==> config.mk <==
export PLATFORM = sky130hd
export DESIGN_NAME = instruction_fetch_unit
export DESIGN_NICKNAME = d
export VERILOG_FILES = /design/src/rtl/cpu_pkg.sv /design/src/rtl/instruction_register.sv /design/src/rtl/instruction_fetch_unit.sv
export SDC_FILE = /design/constraint.sdc
export NUM_CORES = 1
export LEC_CHECK = 0
export ABC_AREA = 1
export BUFFER_PORTS_ARGS = -buffer_cell sky130_fd_sc_hd__buf_2
export CAP_MARGIN = 0
export CORE_ASPECT_RATIO = 0.7
export CORE_MARGIN = 2
export CORE_UTILIZATION = 43
export DETAILED_ROUTE_END_ITERATION = 16
export PLACE_DENSITY = 0.8
export REMOVE_ABC_BUFFERS = 1
export SLEW_MARGIN = 0
export SYNTH_ARGS = -nofsm -noshare
export SYNTH_HDL_FRONTEND = slang
export SYNTH_SLANG_ARGS = --single-unit
==> constraint.sdc <==
create_clock -name Clock -period 1.7 [get_ports Clock]
set_input_delay 0.255 -clock Clock [delete_from_list [all_inputs] [get_ports Clock]]
set_output_delay 0.255 -clock Clock [all_outputs]
set_load 0.1 [all_outputs]
==> src/rtl/cpu_pkg.sv <==
// rtl/cpu_pkg.sv - shared fetch state encoding and ARF control codes
package cpu_pkg;

  typedef enum logic [1:0] {
    S_IDLE    = 2'd0,
    S_FETCH_L = 2'd1,
    S_FETCH_H = 2'd2,
    S_DONE    = 2'd3
  } fetch_state_e;

  localparam logic [2:0] FUNSEL_DEC   = 3'b000;
  localparam logic [2:0] INC_CODE     = 3'b001;
  localparam logic [2:0] FUNSEL_LOAD  = 3'b010;
  localparam logic [2:0] FUNSEL_CLEAR = 3'b011;

  // RegSel enables are active-low: a 0 bit enables that register
  localparam logic [2:0] PC_EN_N   = 3'b011;
  localparam logic [2:0] NONE_EN_N = 3'b111;

  localparam logic [1:0] OUTD_PC = 2'b00;

endpackage

==> src/rtl/instruction_register.sv <==
// rtl/instruction_register.sv - 16-bit IR with independent byte loads and sync clear
module instruction_register (
  input  logic        clk_i,
  input  logic        clear_i,
  input  logic        ld_lo_i,
  input  logic        ld_hi_i,
  input  logic [7:0]  byte_i,
  output logic [15:0] ir_o
);

  logic [15:0] ir_q;

  always_ff @(posedge clk_i) begin
    if (clear_i) begin
      ir_q <= 16'h0000;
    end else begin
      if (ld_lo_i) ir_q[7:0]  <= byte_i;
      if (ld_hi_i) ir_q[15:8] <= byte_i;
    end
  end

  assign ir_o = ir_q;

endmodule

==> src/rtl/instruction_fetch_unit.sv <==
// rtl/instruction_fetch_unit.sv - two-byte instruction fetch sequencer driving the ARF PC
module instruction_fetch_unit
  import cpu_pkg::*;
(
  input  logic        Clock,
  input  logic        Reset,
  input  logic        Start,
  input  logic        Stall,
  input  logic        Flush,
  input  logic [15:0] PCIn,
  input  logic [7:0]  MemData,
  output logic [15:0] MemAddr,
  output logic        MemRead,
  output logic [2:0]  ARF_FunSel,
  output logic [2:0]  ARF_RegSel,
  output logic [1:0]  ARF_OutDSel,
  output logic [15:0] IROut,
  output logic        Busy,
  output logic        FetchDone
);

  fetch_state_e state_q;
  fetch_state_e state_d;
  logic         fetching;
  logic         advance;

  assign fetching = (state_q == S_FETCH_L) || (state_q == S_FETCH_H);
  // A byte is consumed (read, latched, PC bumped) only on an unstalled, unflushed fetch cycle
  assign advance  = fetching && !Stall && !Flush && !Reset;

  always_comb begin
    state_d = state_q;
    unique case (state_q)
      S_IDLE:    state_d = (Start && !Flush) ? S_FETCH_L : S_IDLE;
      S_FETCH_L: begin
        if (Flush)       state_d = S_IDLE;
        else if (!Stall) state_d = S_FETCH_H;
      end
      S_FETCH_H: begin
        if (Flush)       state_d = S_IDLE;
        else if (!Stall) state_d = S_DONE;
      end
      S_DONE:    state_d = (Start && !Flush) ? S_FETCH_L : S_IDLE;
      default:   state_d = S_IDLE;
    endcase
  end

  always_ff @(posedge Clock) begin
    if (Reset) state_q <= S_IDLE;
    else       state_q <= state_d;
  end

  instruction_register u_ir (
    .clk_i   (Clock),
    .clear_i (Reset),
    .ld_lo_i (advance && (state_q == S_FETCH_L)),
    .ld_hi_i (advance && (state_q == S_FETCH_H)),
    .byte_i  (MemData),
    .ir_o    (IROut)
  );

  assign MemAddr     = PCIn;
  assign ARF_OutDSel = OUTD_PC;
  assign ARF_FunSel  = INC_CODE;
  assign MemRead     = advance;
  assign ARF_RegSel  = advance ? PC_EN_N : NONE_EN_N;
  assign Busy        = fetching && !Reset;
  assign FetchDone   = (state_q == S_DONE) && !Reset;

endmodule

==> qor.csv, run 1 <==
metric,value,unit
status,completed,
critical_path.max_fanout,3,
cts_buffers,3,
grt_pass1_vias,838,
fin_crit,1.64,ns
area_growth,17.5,%
track_usage,15.4,%
avgSynthCellArea,6.53,µm²
p_leak,0.780,nW
route.detailed.drc,0,
worstSetupStartpoint,state_q[0]$_SDFFE_PP0P_,
cts_hold_buf,0,
criticalPathCategory,reg -> out,
rsz0062_at_grt,no,
route.detailed.wl_per_inst,10.5,µm
slowest_delay,0.36,ns
finalWirelength,2500,µm
die_h,48.1,µm
root_buffer,clkbuf_8,
min_from,Flush,
cap_violations,0,
ys_types,16,
clock_skew,0.00302,ns
fmax,0.609,GHz
place_inst,227,
fp-row-count,15,
required,1.44,ns
grt_pass1_wl,3610,µm
gr-total-overflow,0,
clk_pin_slew_worst_paths,0.07,ns
place_hpwl,1780,µm
die_x,67.0,µm
n_antenna_cell,0,
yosys.area.top_type,dfxtp_1,
io_buffers,32,
io_pins,72,
yosysSeqAreaShare,30.2,%
syn_area,1190,µm²
timing.final.crit_share,96.7,%
vias,1023,
clock_sinks,18,
cp-end-kind,primary output,
antenna_found_initial,0,
final_core_util,55.0,%
timing.critical_path.mode_cell,inv_2,
start_util,46.8,%
p_per_area,689,nW/µm²
crit_family,flip-flops,
final_cells,237,
layout-drive-gt1-share,26.6,%
rr_startpoint,state_q[0]$_SDFFE_PP0P_,
setup_violations,0,
ir_worst_vdd,0.434,mV
cp_slowest_cell,dfxtp_4,
synth.top_cell.area_share,30.2,%
yosysWarnings,0,
first_pass_iters,4,
finalHoldViolCount,0,
cp.arrival,1.39,ns
clkLatencyLatePin,0.25,ns
postSynthCellCount,183,
grt_max_degree,20,
cp-start-kind,flop,
ant_nets,0,
cp_cell_sequence,inv_2 -> ha_4 -> nor2_4 -> nand2_4 -> inv_2 -> buf_12,
cts_tree,done,
routed_via_density,4.32,
routabilityCongestion,0.767,
finalMaxSlewViolations,0,
die_area,3220,µm²
synth.top_cells.by_area,"dfxtp_1 (30%), buf_4 (15%), inv_1 (15%), nand2_1 (12%), nand4_1 (8.4%)",
crit_buf_inv,3,
cts.path.max_buffers,2,
ys_ff_latch,18,
dr.first_iter.drc_count,34,
hold_path_class,in -> reg,
core_area,2550,µm²
num-nets-final,236,
cts_htree_levels,1,
## worst register-to-register path: stages (launching register included)
cell and delay [ns]:
dfxtp_4 0.36, inv_2 0.05, ha_4 0.24, nor2_4 0.17, buf_12 0.15, buf_4 0.15
nand3_4 0.12, nand2_1 0.08, inv_1 0.04, nor2_1 0.09
## worst paths after layout
kind	to	slack, ns	cells after the start
worst max-delay path	MemRead	0.06	6
worst min-delay path	state_q[1]$_SDFFE_PP0P_	0.25	2
worst max register to register	u_ir.ir_o[8]$_SDFFE_PP0P_	0.21	9
worst min register to register	u_ir.ir_o[11]$_SDFFE_PP0P_	0.51	4
## power breakdown
part | switching (W) | total (W) | internal, W
registers | 0.00000244 | 0.000426 | 0.000423
clock network | 0.000143 | 0.000348 | 0.000206
logic | 0.000145 | 0.000193 | 0.0000478
## per-layer routing
layer  wire length, µm  part of all wire [%]  vias to the layer above  track usage, %
met5                 0                     0                        -            4.69
li1                  -                     -                      543               -
met4                17                  0.68                        0            3.67
met1              1130                    45                      420            19.0
met2              1030                    41                       55            21.0
met3               319                    13                        5            11.1
## repair_timing
item                                    4_1_cts  5_1_grt
pin swaps                                     1        2
setup buffers                                 0        6
gates resized for setup                       4        6
cloned                                        0        0
endpoints found under the setup margin        3        3
## per-stage QoR
| stage | instance area (µm²) | setup slack (ns) | hold WS (ns) | setup TNS (ns) | total power, W |
|---|---|---|---|---|---|
| finish | 1400 | 0.0567 | 0.247 | 0 | 0.000967 |
| floorplan | 996 | -2.53 | 0.334 | -17.18 | 0.000568 |
| detailed placement | 1270 | 0.0916 | 0.495 | 0 | 0.000611 |
| global placement | 1270 | 0.122 | 0.495 | 0 | 0.000610 |
| global route | 1400 | 0.00140 | 0.246 | 0 | 0.00100 |
| CTS | 1350 | 0.0166 | 0.241 | 0 | 0.000968 |
## logic make-up (layout without fill, tap and decap cells)
group                      Yosys count  count (layout)  synth area share [%]
adders and majority gates            3               3                  3.14
AOI/OAI and AO/OA                    1               1                 0.418
other                                2               7                 0.629
buffers and inverters               77              92                  33.3
DFF                                 18              18                  30.2
and+or+nand+nor                     82              82                  32.4
## synthesized netlist by cell type, drive strengths merged
master,n
buf,29
clkinv,1
conb,2
dfxtp,18
ha,3
inv,47
nand2,39
nand3,2
nand4,16
nor2,24
nor3,1
o21ai,1
## sequential cells by signal (all words and copies together), names as in the netlist
register,flops
state_q,2
u_ir.ir_o,16
## cell usage in the layout (no fill, tap or decap), types with 4 or more instances in the layout
cell and count:
conb_1 7, nand4_1 16, buf_4 7, dfxtp_1 16, buf_12 4, nand2_1 38, buf_2 28, nor2_1 22
inv_1 45, clkbuf_8 4
## final cells by class
| class | count | area (µm²) |
|---|---|---|
| timing repair buffer | 40 | 280 |
| tap | 34 | 42.5 |
| fill | 259 | 1150 |
| multi-input combinational | 93 | 480 |
| sequential | 18 | 365 |
| inverter | 48 | 180 |
| clock buffer | 4 | 55.1 |
Note: power is estimated with default switching activity, not from simulation.
==> run 2: changes to the inputs <==
--- a/config.mk
+++ b/config.mk
@@ -10,10 +10,11 @@
 export CAP_MARGIN = 0
 export CORE_ASPECT_RATIO = 0.7
 export CORE_MARGIN = 2
-export CORE_UTILIZATION = 43
+export CORE_UTILIZATION = 39
 export DETAILED_ROUTE_END_ITERATION = 16
-export PLACE_DENSITY = 0.8
+export PLACE_DENSITY = 0.76
 export REMOVE_ABC_BUFFERS = 1
+export SKIP_LAST_GASP = 1
 export SLEW_MARGIN = 0
 export SYNTH_ARGS = -nofsm -noshare
 export SYNTH_HDL_FRONTEND = slang
==> constraint.sdc (replaced) <==
create_clock -name Clock -period 1.3 [get_ports Clock]
set_input_delay 0.195 -clock Clock [delete_from_list [all_inputs] [get_ports Clock]]
set_output_delay 0.195 -clock Clock [all_outputs]
set_load 0.1 [all_outputs]
==> run 2 against run 1 <==
The flow now finishes with violations (setup timing). Setup slack worse by 0.29 ns. Hold slack worse by 0.080 ns. Sequential power grew 31%. Clock skew fell by 0.00077 ns. Critical endpoint unchanged. Largest cell class unchanged. Largest power group unchanged. Highest routed layer unchanged.
==> qor.csv, run 2 (synthesis gave the netlist of run 1 again) <==
metric,value,unit
cp-end-kind,primary output,
cp_slowest_cell,dfxtp_2,
p_int,0.000904,W
p_per_area,849,nW/µm²
fmax,0.653,GHz
fin_crit,1.53,ns
fp-row-count,16,
die_x,70.2,µm
io_pins,72,
finalHoldViolCount,0,
fill_cells,282,
dr.first_iter.drc_count,34,
pre_cts_slack,-0.198,ns
combPwrFrac,21.2,%
rsz0062_at_grt,yes,
criticalPathCategory,reg -> out,
gr-total-overflow,0,
hold_path_class,in -> reg,
finalWirelength,2740,µm
mostFrequentLayoutCells,"inv_1 (40), nand2_1 (28), buf_2 (28), nor2_1 (17)",
power_frac_seq,42.5,%
clock_skew,0.00225,ns
place_hpwl,1990,µm
route.detailed.drc,0,
grt_pass1_wl,4350,µm
finalMaxSlewViolations,0,
place_inst,236,
violations,setup timing,
first_pass_iters,4,
cts_buffers,3,
cp-start-kind,flop,
grt_max_degree,15,
n_antenna_cell,0,
root_buffer,clkbuf_8,
clk_pin_slew_worst_paths,0.07,ns
cp_cell_sequence,inv_2 -> ha_4 -> nor2_4 -> nand2_4 -> inv_2 -> buf_12,
die_h,50.3,µm
final_cells,244,
timing.final.crit_share,118,%
p_leak,0.827,nW
cts.path.max_buffers,2,
route.detailed.wl_per_inst,11.2,µm
num-nets-final,241,
timing.critical_path.mode_cell,inv_2,
start_util,41.7,%
die_area,3530,µm²
layout-drive-gt1-share,38.5,%
layout_setup_ws,-0.232,ns
clkLatencyLatePin,0.26,ns
slowest_delay,0.34,ns
final_common_cell,inv_1,
core_area,2860,µm²
track_usage,15.9,%
grt_pass1_vias,982,
antenna_found_initial,0,
setup_violations,20,
ir_worst_vdd,0.520,mV
pwr-share-clk,36.3,%
critical_path.max_fanout,3,
p_switching,0.000406,W
crit_family,flip-flops,
clock_sinks,18,
largest_reg_flops,16,
status,"finished, violations left",
multiInputGateArea,526,µm²
swShare,31.0,%
vias,1069,
routed_via_density,4.38,
crit_buf_inv,3,
io_buffers,32,
final_core_util,53.9,%
power,0.00131,W
cts_htree_levels,1,
cp.arrival,1.34,ns
required,1.11,ns
cap_violations,0,
ant_nets,0,
regArea,363,µm²
routabilityCongestion,0.884,
cts_tree,done,
area_growth,29.1,%
==> run 2: changes by cell type in the layout (fill, tap and decap cells not counted), moves of 2 or more <==
cell / previous run / this run
nor2_2: 0 / 4
buf_12: 4 / 7
nand2_2: 0 / 10
inv_1: 45 / 40
inv_2: 2 / 7
buf_8: 0 / 2
nand2_1: 38 / 28
nor2_1: 22 / 17
==> run 2: timing repair <==
item	CTS	global route
cloned	1	0
setup buffers	4	2
gates resized for setup	17	25
pin swaps	29	24
endpoints found under the setup margin	20	21
hold buffers	0	0
==> run 2: path summary, 6_finish.rpt <==
check                             start                         end  slack [ns]  cells after the start
max             state_q[0]$_SDFFE_PP0P_                     MemRead       -0.23                      6
min                               Flush     state_q[1]$_SDFFE_PP0P_        0.17                      2
min reg2reg  u_ir.ir_o[10]$_SDFFE_PP0P_  u_ir.ir_o[10]$_SDFFE_PP0P_        0.51                      4
max reg2reg     state_q[0]$_SDFFE_PP0P_   u_ir.ir_o[5]$_SDFFE_PP0P_       -0.13                      9
==> run 2: metrics by stage <==
step           TNS (ns)  cell area, µm²  hold slack, ns
3_5_place_dp      -3.18            1340           0.392
4_1_cts           -1.71            1520           0.162
5_1_grt           -3.56            1540           0.171
6_report          -2.20            1540           0.167
3_3_place_gp      -2.16            1340           0.392
2_1_floorplan    -24.94             996           0.274
==> run 2: worst register-to-register path: stages, from the launching register on <==
cell,delay (ns)
dfxtp_2,0.34
inv_2,0.04
ha_4,0.21
nor2_4,0.15
buf_8,0.14
buf_4,0.11
buf_6,0.09
nand4_1,0.11
nand2_1,0.11
nor2_2,0.04
==> run 2: layout make-up <==
class	instances	share of cell area, %
clock buffers	4	3.57
well taps	36	2.92
repair buffers	45	24.2
multi-input cells	93	34.1
inverters	48	11.7
flip-flops and latches	18	23.5
==> run 2: power groups by stage <==
stage	Sequential (W)	Clock, W	Combinational [W]
2_1_floorplan	0.000575	0	0.000168
3_3_place_gp	0.000568	0	0.000243
3_5_place_dp	0.000569	0	0.000244
4_1_cts	0.000557	0.000478	0.000278
5_1_grt	0.000557	0.000519	0.000295
6_report	0.000557	0.000476	0.000277
==> run 2: routing by layer <==
layer	vias up	wire length (µm)	share of wire [%]	track usage, %
li1	555	-	-	-
met1	454	1220	45	20.5
met2	53	1130	41	21.6
met3	7	324	12	9.64
met4	0	57	2.1	5.77
met5	-	0	0	0
==> run 3: changes to the inputs <==
--- a/config.mk
+++ b/config.mk
@@ -10,7 +10,7 @@
 export CAP_MARGIN = 0
 export CORE_ASPECT_RATIO = 0.7
 export CORE_MARGIN = 2
-export CORE_UTILIZATION = 39
+export CORE_UTILIZATION = 37
 export DETAILED_ROUTE_END_ITERATION = 16
 export PLACE_DENSITY = 0.76
 export REMOVE_ABC_BUFFERS = 1
@@ -18,4 +18,5 @@
 export SLEW_MARGIN = 0
 export SYNTH_ARGS = -nofsm -noshare
 export SYNTH_HDL_FRONTEND = slang
+export SYNTH_HIERARCHICAL = 1
 export SYNTH_SLANG_ARGS = --single-unit
==> run 3 against run 2 <==
The flow still finishes with violations (setup timing). Clock power decreased by 4.8%. Largest cell class unchanged. Sequential share of layout area increased by 4.6 points. Die area decreased by 6.7%. Fmax decreased by 2.0%. Highest routed layer is now met3. Critical path type unchanged. Design area decreased by 16%. Global-route usage decreased by 1.4 points.
==> qor.csv, run 3 <==
metric,value,unit
finalHoldViolCount,0,
violations,setup timing,
antenna_found_initial,0,
criticalPathCategory,reg -> out,
clk_pin_slew_worst_paths,0.07,ns
synth-simple-area-share,31.9,%
area_growth,23.7,%
n_antenna_cell,0,
first_pass_iters,4,
synthMuxAreaShare,0,%
io_pins,72,
place_hpwl,1690,µm
final_cells,213,
fin_crit,1.56,ns
avgSynthCellArea,6.83,µm²
io_buffers,32,
yosysWarnings,6,
multiInputGateArea,442,µm²
synth_xor_area_share,0,%
async_flop_share,0,%
route.detailed.wl_per_inst,10.9,µm
yosysSeqAreaShare,34.2,%
cp.arrival,1.37,ns
postSynthCellCount,154,
grt_pass1_wl,3620,µm
cts_hold_buf,0,
ant_nets,0,
route.detailed.drc,0,
die_area,3290,µm²
finalWirelength,2320,µm
grt_pass1_vias,822,
ys_types,14,
clock_sinks,18,
place_inst,207,
synth.top_cell.area_share,34.2,%
required,1.11,ns
synth_fa_ha_area_share,3.57,%
status,"finished, violations left",
finalMaxSlewViolations,0,
track_usage,14.5,%
regArea,365,µm²
start_util,38.4,%
die_h,48.6,µm
fmax,0.640,GHz
cp-end-kind,primary output,
p_per_area,944,nW/µm²
cts.path.max_buffers,2,
cts_buffers,3,
post-synth-top-count-cell,nor2_1,
clock_skew,0.00329,ns
ys.flop_type,dfxtp_1,
synth-edff-count,0,
routabilityCongestion,0.741,
cp-start-kind,flop,
gr-total-overflow,0,
synth_top_family_by_area,simple AND/OR/NAND/NOR gates,
synthTopCellsByCount,"nor2_1 (38), nand2_1 (37), buf_4 (23)",
timing.final.crit_share,120,%
grt_max_degree,17,
num-nets-final,210,
largest_reg_flops,16,
layout-drive-gt1-share,37.3,%
critical_path.max_fanout,3,
die_x,67.7,µm
power,0.00123,W
mostFrequentLayoutCells,"nor2_1 (37), nand2_1 (37), buf_2 (29), dfxtp_1 (16), inv_1 (12)",
core_area,2740,µm²
syn_area,1050,µm²
fill_cells,284,
vias,891,
ys_ff_latch,18,
synth_compound_area_share,0,%
cts_htree_levels,1,
cap_violations,0,
dr.first_iter.drc_count,12,
synth.top_cells.by_area,"dfxtp_1 (34%), buf_4 (16%), nor2_1 (14%), nand2_1 (13%), inv_1 (5.0%)",
fp-row-count,16,
rsz0062_at_grt,yes,
yosys.area.top_type,dfxtp_1,
clkLatencyLatePin,0.25,ns
cts_tree,done,
p_leak,0.680,nW
setup_violations,20,
layout_setup_ws,-0.262,ns
routed_via_density,4.18,
ir_worst_vdd,0.874,mV
root_buffer,clkbuf_8,
hold_path_class,in -> reg,
## run 3: cell count changes in the layout (fill, tap and decap cells not counted), sizes merged
cell,change
inv,-26
nor2,+17
nand4,-16
buf,-3
clkinv,-1
nand3,-1
o21ai,-1
## run 3: kinds of logic (layout without fill, tap and decap cells)
family	count (synthesis)	count (layout)
buffers and inverters	49	67
other	2	7
and+or+nand+nor	82	82
DFF	18	18
adders and majority gates	3	3
## run 3: metal layers
metal | share of wire, % | global-route usage, %
met5 | 0 | 3.57
met4 | 0 | 1.02
met3 | 13 | 10.9
met2 | 44 | 20.9
met1 | 43 | 17.7
## run 3: critical path, cell delays in order (launching register included)
cell     delay [ns]
dfxtp_2        0.34
inv_2          0.05
ha_4           0.21
inv_2          0.05
nand2_2        0.04
inv_2          0.07
nand3_4        0.08
buf_6          0.12
buf_12         0.15
## run 3: stage by stage
| stage | setup slack [ns] | utilization, % | hold WS (ns) | setup TNS (ns) | instance area, µm² |
|---|---|---|---|---|---|
| 2_1_floorplan | -1.09 | - | 0.375 | -19.50 | 838 |
| 3_3_place_gp | -0.129 | 42.4 | 0.391 | -1.98 | 1160 |
| 3_5_place_dp | -0.179 | 42.4 | 0.391 | -2.81 | 1160 |
| 4_1_cts | -0.253 | 46.7 | 0.229 | -3.47 | 1280 |
| 5_1_grt | -0.326 | 47.4 | 0.247 | -5.73 | 1300 |
| 6_report | -0.262 | 47.4 | 0.239 | -3.76 | 1300 |
## run 3: repair_timing
action                                  CTS  global route
pin swaps                                 2             1
buffers inserted                          1             2
hold endpoints to repair                  0             0
gates resized for setup                  13             6
endpoints found under the setup margin   20            20
gates cloned                              1             0
## run 3: power by group
part | leakage [nW] | total, W | internal (W) | switching (W)
Clock | 0.0288 | 0.000453 | 0.000269 | 0.000184
Combinational | 0.505 | 0.000220 | 0.0000500 | 0.000170
Sequential | 0.146 | 0.000555 | 0.000553 | 0.00000240
## run 3: path summary, 6_finish.rpt
kind                                  start                          to  slack (ns)  cells past startpoint
hold reg to reg   u_ir/ir_o[0]$_SDFFE_PP0P_   u_ir/ir_o[0]$_SDFFE_PP0P_        0.47                      2
setup reg to reg    state_q[0]$_SDFFE_PP0P_  u_ir/ir_o[10]$_SDFFE_PP0P_       -0.21                     12
setup / recovery    state_q[0]$_SDFFE_PP0P_               ARF_RegSel[2]       -0.26                      8
hold / removal                        Flush     state_q[1]$_SDFFE_PP0P_        0.24                      4
## run 3: final cells by class
type,instances,share of cell area [%]
Timing Repair Buffer,42,24.2
Inverter,21,6.06
Tap cell,36,3.46
Clock buffer,4,4.23
Multi-Input combinational cell,92,33.9
Sequential cell,18,28.1
